$ cat src/rtl/updown_count_sequencer.sv
// Tick scheduler and direction/enable driver for the 8-bit up/down LED counter.
// Optional build macro SINGLE_STEP_EN enables single-step counting while paused.
module updown_count_sequencer #(
  parameter int          DIV0     = 50_000_000,
  parameter int          DIV1     = 25_000_000,
  parameter int          DIV2     = 12_500_000,
  parameter int          DIV3     = 6_250_000,
  parameter int          PW       = 26,
  parameter logic [7:0]  LIMIT_HI = 8'hFF,
  parameter logic [7:0]  LIMIT_LO = 8'h00
) (
  input  logic       clk,
  input  logic       reset,
  input  logic [1:0] SW,
  input  logic       ud_in,
  input  logic       mode,
  input  logic       start,
  input  logic       pause_btn,
  input  logic       step,
  input  logic [7:0] cnt,
  output logic       tick,
  output logic       UD,
  output logic       En,
  output logic       rev,
  output logic [1:0] state
);

  typedef enum logic [1:0] {
    IDLE     = 2'b00,
    RUN_UP   = 2'b01,
    RUN_DOWN = 2'b10,
    PAUSED   = 2'b11
  } state_t;

  state_t          state_q, state_n;
  logic            ud_q, ud_n;
  logic            en_q, en_n;
  logic            tick_q, tick_n;
  logic            rev_q, rev_n;
  logic [PW-1:0]   presc_q, presc_n;
  logic [PW-1:0]   div_last;
  logic [1:0]      sw_q;
  logic            saved_q, saved_n;
  logic            pause_q;
  logic            pause_edge;
  logic            sw_chg;
  logic            step_edge;
  logic            cur_up;
  logic            next_up;
  logic            at_limit;
  logic            step_blocked;

  assign pause_edge = pause_btn & ~pause_q;
  assign sw_chg     = (SW != sw_q);

`ifdef SINGLE_STEP_EN
  logic step_q;

  always_ff @(posedge clk) begin
    if (reset) step_q <= 1'b0;
    else       step_q <= step;
  end

  assign step_edge = step & ~step_q;
`else
  logic unused_step;

  assign unused_step = step;
  assign step_edge   = 1'b0;
`endif

  // Last prescaler value of the selected period; the tick fires when it is reached.
  always_comb begin
    div_last = PW'(DIV0 - 1);
    case (SW)
      2'b00:   div_last = PW'(DIV0 - 1);
      2'b01:   div_last = PW'(DIV1 - 1);
      2'b10:   div_last = PW'(DIV2 - 1);
      default: div_last = PW'(DIV3 - 1);
    endcase
  end

  always_comb begin
    state_n      = state_q;
    ud_n         = ud_q;
    en_n         = 1'b0;
    tick_n       = 1'b0;
    rev_n        = 1'b0;
    presc_n      = presc_q;
    saved_n      = saved_q;
    cur_up       = (state_q == RUN_UP);
    next_up      = cur_up;
    at_limit     = 1'b0;
    step_blocked = mode & (saved_q ? (cnt >= LIMIT_HI) : (cnt <= LIMIT_LO));

    case (state_q)
      IDLE: begin
        presc_n = '0;
        if (start) begin
          next_up = mode | ud_in;
          state_n = next_up ? RUN_UP : RUN_DOWN;
          ud_n    = next_up;
          en_n    = 1'b1;
        end
      end

      RUN_UP, RUN_DOWN: begin
        if (mode) begin
          at_limit = cur_up ? (cnt >= LIMIT_HI) : (cnt <= LIMIT_LO);
          next_up  = at_limit ? ~cur_up : cur_up;
        end else begin
          next_up  = ud_in;
        end

        // Parking the prescaler at its last value makes the first tick in the
        // new direction land one cycle after the reversal.
        if (at_limit) begin
          rev_n   = 1'b1;
          presc_n = div_last;
        end else if (sw_chg) begin
          presc_n = '0;
        end else if (presc_q >= div_last) begin
          presc_n = '0;
          tick_n  = 1'b1;
        end else begin
          presc_n = presc_q + PW'(1);
        end

        if (pause_edge) begin
          saved_n = next_up;
          state_n = PAUSED;
          tick_n  = 1'b0;
          if (!at_limit) presc_n = sw_chg ? '0 : presc_q;
        end else begin
          state_n = next_up ? RUN_UP : RUN_DOWN;
          ud_n    = next_up;
          en_n    = 1'b1;
        end
      end

      PAUSED: begin
        if (sw_chg) presc_n = '0;
        if (pause_edge) begin
          state_n = saved_q ? RUN_UP : RUN_DOWN;
          ud_n    = saved_q;
          en_n    = 1'b1;
        end else if (step_edge && !step_blocked) begin
          en_n   = 1'b1;
          tick_n = 1'b1;
        end
      end

      default: state_n = IDLE;
    endcase
  end

  always_ff @(posedge clk) begin
    if (reset) begin
      state_q <= IDLE;
      ud_q    <= 1'b1;
      en_q    <= 1'b0;
      tick_q  <= 1'b0;
      rev_q   <= 1'b0;
      presc_q <= '0;
      saved_q <= 1'b1;
      pause_q <= 1'b0;
      sw_q    <= SW;
    end else begin
      state_q <= state_n;
      ud_q    <= ud_n;
      en_q    <= en_n;
      tick_q  <= tick_n;
      rev_q   <= rev_n;
      presc_q <= presc_n;
      saved_q <= saved_n;
      pause_q <= pause_btn;
      sw_q    <= SW;
    end
  end

  assign state = state_q;
  assign UD    = ud_q;
  assign En    = en_q;
  assign tick  = tick_q;
  assign rev   = rev_q;

endmodule
$ cat config.mk
export PLATFORM = sky130hd
export DESIGN_NAME = updown_count_sequencer
export DESIGN_NICKNAME = d
export VERILOG_FILES = /design/src/rtl/updown_count_sequencer.sv
export SDC_FILE = /design/constraint.sdc
export NUM_CORES = 1
export LEC_CHECK = 0
export ABC_CLOCK_PERIOD_IN_PS = 3350
export CORE_UTILIZATION = 50
export CTS_BUF_LIST = sky130_fd_sc_hd__clkbuf_16
export CTS_CLUSTER_DIAMETER = 120
export DETAILED_ROUTE_END_ITERATION = 10
export PLACE_DENSITY = 0.7
export SYNTH_ARGS = -nofsm -noshare
export SYNTH_HDL_FRONTEND = slang
export SYNTH_SLANG_ARGS = --single-unit
$ cat constraint.sdc
create_clock -name clk -period 3.35 [get_ports clk]
set_input_delay 0.67 -clock clk [delete_from_list [all_inputs] [get_ports clk]]
set_output_delay 0.67 -clock clk [all_outputs]
set_load 0.05 [all_outputs]
==> results of run 1 <==
==> area by class of cell <==
cell class,instances,area (um^2),share of cell area [%]
clock buffer,5,125.1,3.180
inverter,15,56.30,1.431
tap,75,93.84,2.385
sequential,36,720.7,18.31
clock inverter,3,15.01,0.3816
multi-input combinational,342,2317,58.89
timing repair buffer,72,606.8,15.42
==> stage by stage <==
step / setup TNS, ns / std cells / util [%] / power (mW) / area [um^2]
3_3_place_gp: -4.806 / 530 / 60.12 / 1.330 / 3560
5_1_grt: 0 / 548 / 66.46 / 1.944 / 3935
3_5_place_dp: -7.846 / 530 / 60.12 / 1.344 / 3560
4_1_cts: 0 / 538 / 62.72 / 1.800 / 3714
6_report: 0 / 548 / 66.46 / 1.838 / 3935
2_1_floorplan: 0 / 421 / - / 1.053 / 3073
==> sequential cells by signal (all words and copies together) (netlist names) <==
signal	count
saved_q	1
presc_q	26
UD	1
tick	1
sw_q	2
state	2
rev	1
pause_q	1
En	1
==> placed cells by master, fill, tap and decap left out, types with 12 or more instances in the layout <==
cell              n
buf_4            47
nand2_1          44
dfxtp_1          36
a21oi_1          32
nor2_1           30
o21ai_0          29
clkdlybuf4s50_1  19
inv_1            16
nor3_1           14
ha_1             14
nand4_1          13
a211oi_1         12
a31oi_1          12
==> final timing paths <==
path                       to  startpoint  depth (start not counted)  slack [ns]
setup reg to reg  presc_q[12]  presc_q[6]                          8        0.63
hold reg to reg            UD          UD                          2        0.48
hold / removal             UD          UD                          2        0.48
setup / recovery   presc_q[4]      cnt[2]                          8        0.34
==> synth_stat cells (3+ instances only) <==
master	number	area (um^2)
nand3_1	12	60.06
or3_1	7	43.79
o31ai_1	10	75.07
nor2b_1	4	25.02
and3_1	4	25.02
dfxtp_1	36	720.7
nand2b_1	3	18.77
o21ai_0	29	145.1
a21o_1	4	30.03
buf_4	3	22.52
inv_1	15	56.30
clkbuf_1	15	56.30
a21oi_1	33	165.2
or4_1	5	37.54
or2_2	5	31.28
xnor2_1	5	43.79
a32oi_1	3	26.28
o21a_1	3	22.52
buf_2	10	50.05
ha_1	17	212.7
nand2_1	44	165.2
nor4b_1	3	26.28
nor4_1	6	37.54
a311oi_1	3	26.28
a211oi_1	12	90.09
a31oi_1	12	75.07
a22o_1	4	35.03
a31o_2	4	35.03
nor3_1	16	80.08
nand4_1	13	81.33
nand4b_1	3	26.28
nor2_1	31	116.4
o211ai_1	6	45.04
==> cell families (layout without fill, tap and decap cells) <==
kind of cell,Yosys count,after routing,share of synthesized area (%)
muxes,1,1,0.3257
buffers and inverters,44,95,6.148
xor gates and xnor gates,5,5,1.425
DFF,36,36,23.45
and+or+nand+nor,175,176,31.07
AOI/OAI and AO/OA,143,143,30.66
adders and majority gates,17,17,6.922
==> worst max-delay path, stage by stage <==
cell	delay (ns)
clkdlybuf4s50_1	0.41
or4_1	0.59
nor4_2	0.31
nor2_1	0.27
buf_4	0.27
a2111oi_0	0.38
a21o_1	0.17
a32o_1	0.13
==> layer usage <==
layer / part of all wire [%] / track usage [%] / vias to the layer above
li1: - / - / 1713
met1: 42 / 43.69 / 1690
met2: 46 / 52.03 / 222
met3: 8.8 / 5.341 / 48
met4: 3.2 / 11.43 / 0
met5: 0 / 0 / -
==> power by group <==
part           leakage (nW)  switching (mW)  internal [mW]
clock                0.0687           0.181          0.270
sequential            0.292          0.0388          0.465
combinational          1.06           0.553          0.329
==> what timing repair did <==
item,CTS,global route
cloned,0,2
gates resized for setup,3,26
setup endpoints to repair,20,25
buffers inserted,0,8
pin swaps,1,6
==> impl_metrics.csv, run 1 <==
group,metric,value,unit
run_status,status,"complete, no violations",
logic_synthesis,synth_cell_types,67,
timing,layout_setup_ws,0.3398,ns
timing,finalSetupViolCount,0,
detailed_routing,ant_nets,0,
clock_tree,clock_path_buffers,2,
placed_design,dp_hpwl,7365,um
timing,min_period_over_period,89.86,%
floorplan,core-area,5921,um^2
placed_design,gp_congestion,0.9177,
placed_design,io_buffers,21,
logic_synthesis,synth_edf_count,0,
logic_synthesis,synth_warnings,0,
cells_and_area,drive_gt1_share,20.30,%
logic_synthesis,syn_area,3073,um^2
logic_synthesis,syn_area_per_cell,7.299,um^2
floorplan,die_area,6463,um^2
timing,min_period,3.010,ns
worst_hold_path,holdCritPathClass,"reg -> reg",
logic_synthesis,ys_ff_latch,36,
global_routing,grt_use_total,32.55,%
global_routing,grt_overflow,0,
critical_path,worst-endpoint-required,3.57,ns
detailed_routing,route.detailed.drc,0,
placed_design,pre_cts_slack,-0.3936,ns
global_routing,grt_pass1_vias,3258,
logic_synthesis,syn_nets,455,
critical_path,crit_path_end_kind,"register",
power_and_ir_drop,peakVddDrop,0.0005442,V
global_routing,antenna_found_initial,0,
detailed_routing,via_per_inst,6.703,
critical_path,crit_path_start_kind,"input pin",
floorplan,rows,28,
timing,drv_slew,0,
logic_synthesis,ys_seq_area_share,23.45,%
timing,hold_slack,0.4787,ns
cells_and_area,nNetsFinal,506,
floorplan,die_w,80.40,um
clock_tree,clk_latency,0.28,ns
cells_and_area,diodes,0,
run,cap_violations,0,
clock_tree,h-tree-depth,2,
critical_path,critical_path_arrival,3.23,ns
timing,max_freq,332.2,MHz
clock_tree,cts_tree,"yes",
clock_tree,cts_buffers,5,
power_and_ir_drop,p_per_area,467.0,nW/um^2
detailed_routing,totalWireLength,10520,um
timing,rsz0062_at_grt,"no",
global_routing,grt_max_degree,22,
detailed_routing,drtIter0Drc,342,
logic_synthesis,async_flop_share,0,%
logic_synthesis,netlist_instances,421,
cells_and_area,fill_cells,507,
floorplan,io_pins,23,
detailed_routing,wl_per_cell,19.20,um
global_routing,grt_pass1_wl,16150,um
critical_path,worst-setup-path-type,"in -> reg",
detailed_routing,first_pass_iters,6,
timing,tightest_slew,1.107,ns
clock_tree,cts.sinks,36,
timing,fin_skew,0.003301,ns
timing,hold_violations,0,
critical_path,path_max_fanout,10,
floorplan,start_util,51.90,%
clock_tree,hold_buffers,0,
cells_and_area,area_growth,28.05,%
detailed_routing,vias,3673,
floorplan,dieHeight,80.40,um
logic_synthesis,ys.flop_type,"dfxtp_1",
timing,relSlewSlack,25.66,%
power_and_ir_drop,p_leak,1.421,nW
clock_tree,cts.reportedPaths.clkPinSlew,0.06,ns
clock_tree,cts-root-buf,"clkbuf_16",
Note: power is estimated with default switching activity, not from simulation.
==> run 2, diff against run 1 <==
CTS_BUF_LIST = not set   (was sky130_fd_sc_hd__clkbuf_16)
SETUP_SLACK_MARGIN = 0.1   (was not set)
==> run 2 against run 1 <==
Effect of this change:
- setup slack got worse by 0.0022 ns
- global-route usage up 0.21 points
- non-clock buffer count did not move
- clock skew up 0.0039 ns
- first-iteration DRC count grew 30%
- critical endpoint is now presc_q[12]
- largest cell class unchanged
==> impl_metrics.csv, run 2 (same netlist as run 1, synthesis figures left out) <==
group,metric,value,unit
detailed_routing,wl_per_cell,19.19,um
global_routing,grt_use_total,32.76,%
timing,min_period,3.012,ns
power_and_ir_drop,p_leak,1.398,nW
power_and_ir_drop,power_frac_comb,51.2,%
timing,relSlewSlack,30.66,%
cells_and_area,final_cell_mix,"buf_4 (47), nand2_1 (44), dfxtp_1 (36)",
detailed_routing,route.detailed.drc,0,
clock_tree,cts_buffers,5,
cells_and_area,diodes,0,
run,cap_violations,0,
floorplan,dieHeight,80.40,um
timing,hold_slack,0.4841,ns
detailed_routing,via_per_inst,6.805,
placed_design,dp_hpwl,7365,um
timing,max_freq,332.0,MHz
power_and_ir_drop,sw_frac_of_total,44.39,%
placed_design,dp_cells,530,
floorplan,core-area,5921,um^2
cells_and_area,largest_register,"presc_q",
timing,fin_skew,0.007199,ns
clock_tree,hold_buffers,0,
detailed_routing,ant_nets,0,
placed_design,io_buffers,21,
critical_path,crit_path_start_kind,"input pin",
timing,hold_violations,0,
cells_and_area,largest_reg_flops,26,
timing,layout_setup_ws,0.3375,ns
clock_tree,cts-root-buf,"clkbuf_8",
critical_path,worst-endpoint-required,3.54,ns
cells_and_area,utilization,65.34,%
critical_path,critical_path_arrival,3.20,ns
clock_tree,clk_latency,0.29,ns
critical_path,path_max_fanout,4,
detailed_routing,first_pass_iters,5,
floorplan,rows,28,
floorplan,die_w,80.40,um
floorplan,start_util,51.90,%
power_and_ir_drop,p_per_area,445.4,nW/um^2
timing,rsz0062_at_grt,"no",
global_routing,grt_overflow,0,
worst_hold_path,holdCritPathClass,"reg -> reg",
clock_tree,cts_tree,"yes",
global_routing,grt_pass1_vias,3249,
power_and_ir_drop,netSwitchingPower,765.0,uW
power_and_ir_drop,internal-power,958.3,uW
clock_tree,cts.sinks,36,
clock_tree,cts.reportedPaths.clkPinSlew,0.08,ns
global_routing,grt_max_degree,22,
run_status,status,"complete, no violations",
global_routing,grt_pass1_wl,16210,um
timing,finalSetupViolCount,0,
cells_and_area,drive_gt1_share,20.30,%
floorplan,die_area,6463,um^2
clock_tree,clock_path_buffers,2,
detailed_routing,vias,3729,
detailed_routing,drtIter0Drc,443,
cells_and_area,nNetsFinal,506,
power_and_ir_drop,p_clk_share,19.7,%
global_routing,antenna_found_initial,0,
cells_and_area,area_growth,25.90,%
placed_design,gp_congestion,0.9177,
floorplan,io_pins,23,
cells_and_area,final-instance-count-excl-fill,548,
placed_design,pre_cts_slack,-0.3936,ns
cells_and_area,layout_commonest_cell,"buf_4",
critical_path,worst-setup-path-type,"in -> reg",
clock_tree,h-tree-depth,2,
critical_path,crit_path_end_kind,"register",
detailed_routing,totalWireLength,10510,um
power_and_ir_drop,p_seq_share,29.2,%
timing,min_period_over_period,89.92,%
timing,tightest_slew,1.032,ns
timing,drv_slew,0,
power_and_ir_drop,peakVddDrop,0.0005524,V
-- run 2: cell count changes in the layout (fill, tap and decap cells not counted) --
cell       before  now
clkbuf_1        0    1
clkbuf_16       5    0
clkbuf_8        0    6
clkinv_1        1    0
ha_1           14   16
ha_4            3    1
inv_1          16   15
o31ai_1         8    7
o31ai_2         2    3
-- run 2: power by group through the flow --
stage               Combinational, mW  Sequential (mW)  Clock (mW)
floorplan                       0.480            0.574           0
global placement                0.822            0.508           0
detailed placement              0.834            0.510           0
CTS                             0.843            0.500       0.340
global route                    0.953            0.508       0.358
finish                          0.881            0.503       0.339
-- run 2: area by class of cell --
type / count / area (um^2)
Timing Repair Buffer: 72 / 606.8
Multi-Input combinational cell: 342 / 2297
Clock inverter: 1 / 7.507
Clock buffer: 7 / 86.33
Fill cell: 517 / 2052
Tap cell: 75 / 93.84
Inverter: 15 / 56.30
Sequential cell: 36 / 720.7
-- run 2: path summary, 6_finish.rpt --
check / end / cells after the start / from / slack (ns)
worst max-delay path: presc_q[12] / 10 / SW[1] / 0.34
worst max register to register: presc_q[22] / 8 / presc_q[0] / 0.67
worst min register to register: UD / 2 / UD / 0.48
worst min-delay path: UD / 2 / UD / 0.48
-- run 2: per-stage QoR --
stage	TNS, ns	total power [mW]	area, um^2
finish	0	1.723	3869
global route	0	1.819	3869
CTS	0	1.684	3696
detailed placement	-7.846	1.344	3560
global placement	-4.806	1.330	3560
floorplan	0	1.053	3073
-- run 2: metal layers --
layer	GRT usage [%]	up-vias	share of wire [%]
li1	-	1709	-
met1	43.83	1743	42
met2	52.12	224	46
met3	5.455	53	8.5
met4	12.32	0	3.5
met5	0	-	0
-- run 2: worst max-delay path: stages --
cell            delay (ns)
dlymetal6s2s_1        0.15
or2_4                 0.28
ha_1                  0.32
o41ai_2               0.34
a21oi_1               0.10
o311ai_2              0.27
a21oi_2               0.15
buf_2                 0.18
or4_1                 0.50
a311oi_1              0.25
-- run 2: what timing repair did --
action | 4_1_cts | 5_1_grt
gates resized for setup | 7 | 21
gates cloned | 0 | 2
setup endpoints to repair | 23 | 27
pin swaps | 4 | 5
buffers inserted | 2 | 6
==> run 3, diff against run 2 <==
CAP_MARGIN = 20   (was not set)
CORE_MARGIN = 1   (was not set)
==> results of run 3 <==
Same layout as run 2: the final DEF is identical, and so are final timing and power.
